--- src/rtl/reset_seq_pkg.sv ---
`default_nettype none
// ============================================================================
//  Module      : reset_seq_pkg
//  Description : Shared types and helpers for the reset/start sequencer.
//                Provides the FSM state encoding, the control-group indices
//                and constant functions for each group's width and bit offset
//                inside the concatenated seq_n bus.
//  Revision    : 1.0 - initial release
// ============================================================================
package reset_seq_pkg;

    typedef enum logic [2:0] {
        HOLD = 3'd0,
        GAP1 = 3'd1,
        CAPT = 3'd2,
        GAP2 = 3'd3,
        DONE = 3'd4
    } seq_state_e;

    // Group order on the bus, lowest offset first.
    localparam int unsigned GRP_RESET    = 0;
    localparam int unsigned GRP_START    = 1;
    localparam int unsigned GRP_STEP     = 2;
    localparam int unsigned GRP_DELAY    = 3;
    localparam int unsigned GRP_CAPTURE  = 4;
    localparam int unsigned GRP_CUTSCAN  = 5;
    localparam int unsigned GRP_PASSTHRU = 6;
    localparam int unsigned GRP_INJECT   = 7;
    localparam int unsigned NUM_GRPS     = 8;

    // Width of one group, selected by index.
    function automatic int unsigned grp_width(
        input int unsigned grp,
        input int unsigned w0, input int unsigned w1,
        input int unsigned w2, input int unsigned w3,
        input int unsigned w4, input int unsigned w5,
        input int unsigned w6, input int unsigned w7
    );
        case (grp)
            0:       grp_width = w0;
            1:       grp_width = w1;
            2:       grp_width = w2;
            3:       grp_width = w3;
            4:       grp_width = w4;
            5:       grp_width = w5;
            6:       grp_width = w6;
            default: grp_width = w7;
        endcase
    endfunction

    // Begin offset of a group: sum of the widths of all groups below it.
    function automatic int unsigned grp_base(
        input int unsigned grp,
        input int unsigned w0, input int unsigned w1,
        input int unsigned w2, input int unsigned w3,
        input int unsigned w4, input int unsigned w5,
        input int unsigned w6, input int unsigned w7
    );
        grp_base = 0;
        if (grp > 0) grp_base += w0;
        if (grp > 1) grp_base += w1;
        if (grp > 2) grp_base += w2;
        if (grp > 3) grp_base += w3;
        if (grp > 4) grp_base += w4;
        if (grp > 5) grp_base += w5;
        if (grp > 6) grp_base += w6;
    endfunction

endpackage
`default_nettype wire

--- src/rtl/seq_dur_counter.sv ---
`default_nettype none
// ============================================================================
//  Module      : seq_dur_counter
//  Description : Loadable saturating down-counter for sequence stage timing.
//                A load value of zero is clamped to one. The count stops at
//                zero and never wraps. o_expire flags the last cycle of a
//                stage (count == 1).
//  Ports       : clk, reset_n (sync, active-low, clears the count)
//                i_load / i_load_val  - load request and duration
//                o_count              - current count
//                o_expire             - count has reached 1
//  Revision    : 1.0 - initial release
// ============================================================================
module seq_dur_counter #(
    parameter int CNT_W = 8
) (
    input  logic             clk,
    input  logic             reset_n,
    input  logic             i_load,
    input  logic [CNT_W-1:0] i_load_val,
    output logic [CNT_W-1:0] o_count,
    output logic             o_expire
);

    logic [CNT_W-1:0] r_count;

    always_ff @(posedge clk) begin
        if (!reset_n) begin
            r_count <= '0;
        end else if (i_load) begin
            r_count <= (i_load_val == '0) ? CNT_W'(1) : i_load_val;
        end else if (r_count != '0) begin
            r_count <= r_count - CNT_W'(1);
        end
    end

    assign o_count  = r_count;
    assign o_expire = (r_count == CNT_W'(1));

endmodule
`default_nettype wire

--- src/rtl/reset_seq_ctrl.sv ---
`default_nettype none
// ============================================================================
//  Module      : reset_seq_ctrl
//  Description : Clocked reset/start sequencer driving a bus of active-low
//                control groups (RESET, START, STEP, DELAY, CAPTURE, CUTSCAN,
//                PASSTHRU, INJECT). Stage lengths are programmable in cycles
//                and the sequence can be re-run with restart.
//  Ports       : clk, reset_n (sync, active-low)
//                restart      - re-run the sequence from HOLD
//                dly_val      - level for DELAY bits, latched at start
//                reset_cycles - HOLD length, latched at start
//                start_cycles - gap stage length, latched at start
//                step_req     - STEP pulse request (pulse build only)
//                seq_n        - control bus, RESET group at bit 0
//                seq_state    - current FSM state
//                seq_done     - high while in DONE
//  Build macro : RESET_SEQ_CTRL_STEP_PULSE_EN - STEP bits become one-cycle
//                pulses requested by step_req while in DONE.
//  Revision    : 1.0 - initial release
// ============================================================================
module reset_seq_ctrl
    import reset_seq_pkg::*;
#(
    parameter int RESETS    = 1,
    parameter int STARTS    = 0,
    parameter int STEPS     = 0,
    parameter int DELAYS    = 0,
    parameter int CAPTURES  = 0,
    parameter int CUTSCANS  = 0,
    parameter int PASSTHRUS = 0,
    parameter int INJECTS   = 0,
    parameter int CNT_W     = 8
) (
    input  logic             clk,
    input  logic             reset_n,
    input  logic             restart,
    input  logic             dly_val,
    input  logic [CNT_W-1:0] reset_cycles,
    input  logic [CNT_W-1:0] start_cycles,
    input  logic             step_req,
    output logic [RESETS+STARTS+STEPS+DELAYS+CAPTURES+CUTSCANS+PASSTHRUS+INJECTS-1:0] seq_n,
    output logic [2:0]       seq_state,
    output logic             seq_done
);

    localparam int N = RESETS + STARTS + STEPS + DELAYS + CAPTURES + CUTSCANS + PASSTHRUS + INJECTS;

    localparam logic [2:0] c_ST_HOLD = HOLD;
    localparam logic [2:0] c_ST_GAP1 = GAP1;
    localparam logic [2:0] c_ST_CAPT = CAPT;
    localparam logic [2:0] c_ST_GAP2 = GAP2;
    localparam logic [2:0] c_ST_DONE = DONE;

    localparam bit c_HAS_GAP1 = (STARTS + STEPS + CAPTURES) > 0;
    localparam bit c_HAS_CAPT = CAPTURES > 0;
    localparam bit c_HAS_GAP2 = (STARTS + STEPS) > 0;

    logic [2:0]       r_state;
    logic [CNT_W-1:0] r_reset_dur;
    logic [CNT_W-1:0] r_start_dur;
    logic             r_dly;
    logic [N-1:0]     r_seq_n;
    logic             r_done;

    logic [2:0]       w_state_nxt;
    logic             w_cnt_load;
    logic [CNT_W-1:0] w_cnt_val;
    logic [CNT_W-1:0] w_cnt;
    logic             w_cnt_expire;
    logic             w_dly_nxt;
    logic             w_step_lvl;
    logic [NUM_GRPS-1:0] w_grp_val;
    logic [N-1:0]     w_seq_nxt;
    logic             w_unused;

    seq_dur_counter #(
        .CNT_W (CNT_W)
    ) u_dur_cnt (
        .clk        (clk),
        .reset_n    (reset_n),
        .i_load     (w_cnt_load),
        .i_load_val (w_cnt_val),
        .o_count    (w_cnt),
        .o_expire   (w_cnt_expire)
    );

    // Next-state and counter-load logic. The CAPT cycle is the first cycle
    // of the second gap: the gap length is loaded on CAPT entry, so
    // CAPT + GAP2 together span max(start_cycles,1) cycles.
    always_comb begin
        w_state_nxt = r_state;
        w_cnt_load  = 1'b0;
        w_cnt_val   = r_start_dur;
        if (restart) begin
            // Restart reloads straight from the inputs, same edge.
            w_state_nxt = c_ST_HOLD;
            w_cnt_load  = 1'b1;
            w_cnt_val   = reset_cycles;
        end else begin
            case (r_state)
                c_ST_HOLD: begin
                    if (w_cnt == '0) begin
                        // Zero count in HOLD only occurs right after reset:
                        // first cycle with reset_n high arms the HOLD count.
                        w_cnt_load = 1'b1;
                        w_cnt_val  = r_reset_dur;
                    end else if (w_cnt_expire) begin
                        if (c_HAS_GAP1) begin
                            w_state_nxt = c_ST_GAP1;
                            w_cnt_load  = 1'b1;
                        end else begin
                            w_state_nxt = c_ST_DONE;
                        end
                    end
                end
                c_ST_GAP1: begin
                    if (w_cnt_expire) begin
                        if (c_HAS_CAPT) begin
                            w_state_nxt = c_ST_CAPT;
                            w_cnt_load  = 1'b1;
                        end else begin
                            w_state_nxt = c_ST_DONE;
                        end
                    end
                end
                c_ST_CAPT: begin
                    if (!c_HAS_GAP2 || w_cnt_expire) begin
                        w_state_nxt = c_ST_DONE;
                    end else begin
                        w_state_nxt = c_ST_GAP2;
                    end
                end
                c_ST_GAP2: begin
                    if (w_cnt_expire) begin
                        w_state_nxt = c_ST_DONE;
                    end
                end
                c_ST_DONE: begin
                    w_state_nxt = c_ST_DONE;
                end
                default: begin
                    w_state_nxt = c_ST_HOLD;
                    w_cnt_load  = 1'b1;
                    w_cnt_val   = r_reset_dur;
                end
            endcase
        end
    end

    assign w_dly_nxt = restart ? dly_val : r_dly;

`ifdef RESET_SEQ_CTRL_STEP_PULSE_EN
    // A request seen while already in DONE yields STEP on the next cycle,
    // unless the same edge leaves DONE.
    assign w_step_lvl = step_req && (r_state == c_ST_DONE) && (w_state_nxt == c_ST_DONE);
`else
    assign w_step_lvl = (w_state_nxt == c_ST_DONE);
`endif

    // Per-group level for the coming cycle; outputs are registered from the
    // next state so they change on the same edge as the state.
    always_comb begin
        w_grp_val               = '0;
        w_grp_val[GRP_RESET]    = (w_state_nxt != c_ST_HOLD);
        w_grp_val[GRP_START]    = (w_state_nxt == c_ST_DONE);
        w_grp_val[GRP_STEP]     = w_step_lvl;
        w_grp_val[GRP_DELAY]    = w_dly_nxt;
        w_grp_val[GRP_CAPTURE]  = (w_state_nxt == c_ST_CAPT) ||
                                  (w_state_nxt == c_ST_GAP2) ||
                                  (w_state_nxt == c_ST_DONE);
        w_grp_val[GRP_CUTSCAN]  = 1'b0;
        w_grp_val[GRP_PASSTHRU] = 1'b1;
        w_grp_val[GRP_INJECT]   = 1'b0;
    end

    // Zero-width groups drop their level, and step_req is idle in the
    // level-STEP build; collect them here so they are visibly intentional.
    assign w_unused = ^{w_grp_val, step_req};

    for (genvar g = 0; g < NUM_GRPS; g++) begin : g_grp
        localparam int unsigned c_W = grp_width(g, RESETS, STARTS, STEPS, DELAYS,
                                                CAPTURES, CUTSCANS, PASSTHRUS, INJECTS);
        localparam int unsigned c_B = grp_base(g, RESETS, STARTS, STEPS, DELAYS,
                                               CAPTURES, CUTSCANS, PASSTHRUS, INJECTS);
        if (c_W > 0) begin : g_drive
            assign w_seq_nxt[c_B +: c_W] = {c_W{w_grp_val[g]}};
        end
    end

    always_ff @(posedge clk) begin
        if (!reset_n) begin
            r_state     <= c_ST_HOLD;
            r_reset_dur <= reset_cycles;
            r_start_dur <= start_cycles;
            r_dly       <= dly_val;
            r_seq_n     <= '0;
            r_done      <= 1'b0;
        end else begin
            r_state <= w_state_nxt;
            if (restart) begin
                r_reset_dur <= reset_cycles;
                r_start_dur <= start_cycles;
            end
            r_dly   <= w_dly_nxt;
            r_seq_n <= w_seq_nxt;
            r_done  <= (w_state_nxt == c_ST_DONE);
        end
    end

    assign seq_n     = r_seq_n;
    assign seq_state = r_state;
    assign seq_done  = r_done;

endmodule
`default_nettype wire

--- config.mk ---
export PLATFORM = sky130hd
export DESIGN_NAME = reset_seq_ctrl
export DESIGN_NICKNAME = d
export VERILOG_FILES = /design/src/rtl/reset_seq_pkg.sv /design/src/rtl/seq_dur_counter.sv /design/src/rtl/reset_seq_ctrl.sv
export SDC_FILE = /design/constraint.sdc
export NUM_CORES = 1
export LEC_CHECK = 0
export ABC_AREA = 1
export ABC_CLOCK_PERIOD_IN_PS = 4200
export BUFFER_PORTS_ARGS = -buffer_cell sky130_fd_sc_hd__buf_2
export CORE_AREA = 5 5 65 52
export DETAILED_ROUTE_END_ITERATION = 6
export DIE_AREA = 0 0 70 57
export PLACE_DENSITY = 0.8
export SYNTH_ARGS = -nofsm -noshare
export SYNTH_HDL_FRONTEND = slang
export SYNTH_SLANG_ARGS = --single-unit
--- constraint.sdc ---
create_clock -name clk -period 4.2 [get_ports clk]
set_input_delay 0.84 -clock clk [delete_from_list [all_inputs] [get_ports clk]]
set_output_delay 0.84 -clock clk [all_outputs]
set_load 0.005 [all_outputs]
==> flow_metrics.py <==
metrics = {
    "outcome": {
        "status": "completed",
    },
    "route": {
        "wl_met3_um": 202,
        "vias": 1229,
        "wl_met1_um": 1350,
        "final_antenna_net_count": 0,
        "wl_um": 3130,
        "wl_per_cell_um": 13.2,
        "vias_per_cell": 5.19,
        "initialDrtViolationCount": 83,
        "met2_length_um": 1530,
        "drc": 0,
        "maxUsedRoutingLayer": "met4",
        "dr.pass1.iters": 4,
    },
    "placed_design": {
        "place_ws_ns": 1.95,
        "place.gp.congestion": 0.851,
        "hpwl_um": 2440,
        "numPortBuffers": 23,
    },
    "synthesis": {
        "seq_area_frac_synth_pct": 49.5,
        "syn-num-nets": 196,
        "synth_top_area_cell": "edfxtp_1",
        "synth_warnings": 0,
        "syn-cell-area_um2": 1500,
        "syn_inst": 172,
        "yosys-top-cells-area": "edfxtp_1 32%, dfxtp_1 17%, nand2_1 9.5%, inv_1 6.8%, nand3_1 4.7%",
        "yosysMostFrequentCell": "nand2_1",
        "yosys-top-cells-count": "38 x nand2_1, 27 x inv_1, 16 x edfxtp_1, 14 x nand3_1, 13 x dfxtp_1",
        "synthArstFlopShare_pct": 0,
        "ys_types": 37,
        "synth_seq_cells": 29,
        "synth_flop_cell": "edfxtp_1",
        "synth-edff-count": 16,
        "syn_area_per_cell_um2": 8.69,
        "yosysTopAreaCellShare_pct": 32.1,
    },
    "global_route": {
        "grt_pass1_vias": 1209,
        "grt_usage_pct": 17.1,
        "antenna_found_initial": 0,
        "grt_pass1_wl_um": 5430,
        "grt_max_degree": 17,
        "grt.overflow.total": 0,
    },
    "cts": {
        "cts_hold_buf": 0,
        "cts_sinks": 29,
        "clock-root-buffer": "clkbuf_4",
        "clk_pin_slew_worst_paths_ns": 0.09,
        "post_cts_resized": 0,
        "cts_tree": "done",
        "cts_max_level": 2,
        "numCtsBuffers": 5,
        "cts_buffer_depth": 2,
        "cts_setup_buffers": 0,
        "insertion_delay_ns": 0.32,
    },
    "final_layout": {
        "post-route-util_pct": 61.1,
        "nets": 222,
        "syn_to_final_growth_pct": 13.1,
        "n_antenna_cell": 0,
        "drive_above_1_share_pct": 22.1,
    },
    "setup_path": {
        "critPathArrivalTime_ns": 2.43,
        "end_kind": "flop",
        "critPathKind": "reg2reg",
        "worst_ep_required_time_ns": 4.46,
        "critPathMaxFanout": 12,
        "worst_setup_path_start_kind": "flop",
        "r2r_cells": 13,
    },
    "power_and_ir_drop": {
        "switching_share_pct": 35.6,
        "p_sw_uw": 265,
        "power.share.clock_pct": 21.0,
        "power.internal_uw": 480,
        "p_seq_share_pct": 48.0,
        "combPwrFrac_pct": 31.0,
        "p_leak_nw": 0.814,
        "vdd_drop_max_mv": 0.235,
        "powerDensity_nw_per_um2": 441,
    },
    "floorplan": {
        "die_area_um2": 3990,
        "num_rows": 17,
        "die_x_um": 70,
        "core_um2": 2770,
        "start_util_pct": 54.1,
        "die_h_um": 57,
        "pin_count": 26,
    },
    "timing": {
        "grt_setup_unrepaired": "false",
        "fin_crit_sh_pct": 51.8,
        "relSlewSlack_pct": 54.9,
        "setup_ws_ns": 2.03,
        "clock_skew_ns": 0.00297,
        "fmax_mhz": 460,
        "setup_tns_ns": 0,
        "min_period_ns": 2.17,
        "hold_viol": 0,
        "finalMaxSlewViolations": 0,
        "setup_viol": 0,
        "tightestPinTransition_ns": 0.675,
    },
    "min_path": {
        "hold_depth": 1,
        "hp-class": "reg2reg",
    },
    "flow_run": {
        "drv_cap": 0,
    },
}
==> flip-flops by register name (all words and copies together) (netlist names) <==
register	count
seq_state	3
u_dur_cnt.o_count	8
r_reset_dur	8
seq_n	1
r_start_dur	8
seq_done	1
==> kinds of logic after synthesis <==
kind of cell | share of synthesized area (%)
flip-flops | 49.5
XOR/XNOR | 1.17
buffers and inverters | 8.70
AO/OA/AOI/OAI | 8.95
adder cells (fa/ha/maj) | 2.51
AND/OR/NAND/NOR | 29.1
==> cells in the final DEF (no fill, tap or decap), drive strengths merged, types with 2 or more instances in the layout <==
master / Yosys / final
nand2: 43 / 43
inv: 29 / 29
buf: 2 / 23
nor2: 17 / 17
edfxtp: 16 / 16
nand3: 14 / 14
dfxtp: 13 / 13
clkbuf: 2 / 5
o21ai: 5 / 5
a21oi: 4 / 4
clkinv: 1 / 4
a31oi: 3 / 3
nand3b: 3 / 3
ha: 3 / 3
nor3: 2 / 2
nand4: 2 / 2
or2: 2 / 2
==> area by class of cell <==
class	instances	area (um2)
clock inverters	3	12.5
repair buffers	23	115
clock buffers	5	37.5
multi-input cells	109	624
well taps	38	47.5
inverters	30	113
flip-flops and latches	29	741
fillers	262	1070
==> critical path, stage by stage, from the launching register on <==
cell and delay (ns):
dfxtp_1 0.42, inv_1 0.11, ha_1 0.22, nand2_2 0.08, nor2_4 0.05, nand2_4 0.12, nand2_8 0.09, nor2_2 0.41
inv_2 0.15, nand3_1 0.12, clkinv_1 0.06, o21ai_1 0.08, nand2_1 0.06, a21oi_1 0.12
==> per-layer routing <==
| metal | vias up | GRT usage, % |
|---|---|---|
| met5 | - | 0 |
| met4 | 0 | 6.56 |
| met3 | 7 | 5.11 |
| met2 | 31 | 28.3 |
| met1 | 577 | 21.3 |
| li1 | 614 | - |
==> through the flow <==
stage	total power, mW	cell area, um2	cells	hold WS [ns]
floorplan	0.540	1500	172	0.483
global placement	0.581	1640	229	0.481
detailed placement	0.595	1640	229	0.484
CTS	0.747	1690	237	0.498
global route	0.798	1690	237	0.511
finish	0.746	1690	237	0.502
==> power groups by stage <==
stage / combinational [mW] / sequential (mW) / clock [mW]
2_1_floorplan: 0.182 / 0.358 / 0
3_3_place_gp: 0.220 / 0.361 / 0
3_5_place_dp: 0.231 / 0.364 / 0
4_1_cts: 0.232 / 0.358 / 0.157
5_1_grt: 0.264 / 0.363 / 0.172
6_report: 0.231 / 0.358 / 0.157
==> final timing paths <==
path                              from  slack (ns)              endpoint
setup / recovery  u_dur_cnt.o_count[0]        2.03  u_dur_cnt.o_count[0]
setup reg to reg  u_dur_cnt.o_count[0]        2.03  u_dur_cnt.o_count[0]
hold reg to reg           seq_state[1]        0.50          seq_state[1]
hold / removal            seq_state[1]        0.50          seq_state[1]
Power figures use the tool's default switching activity.
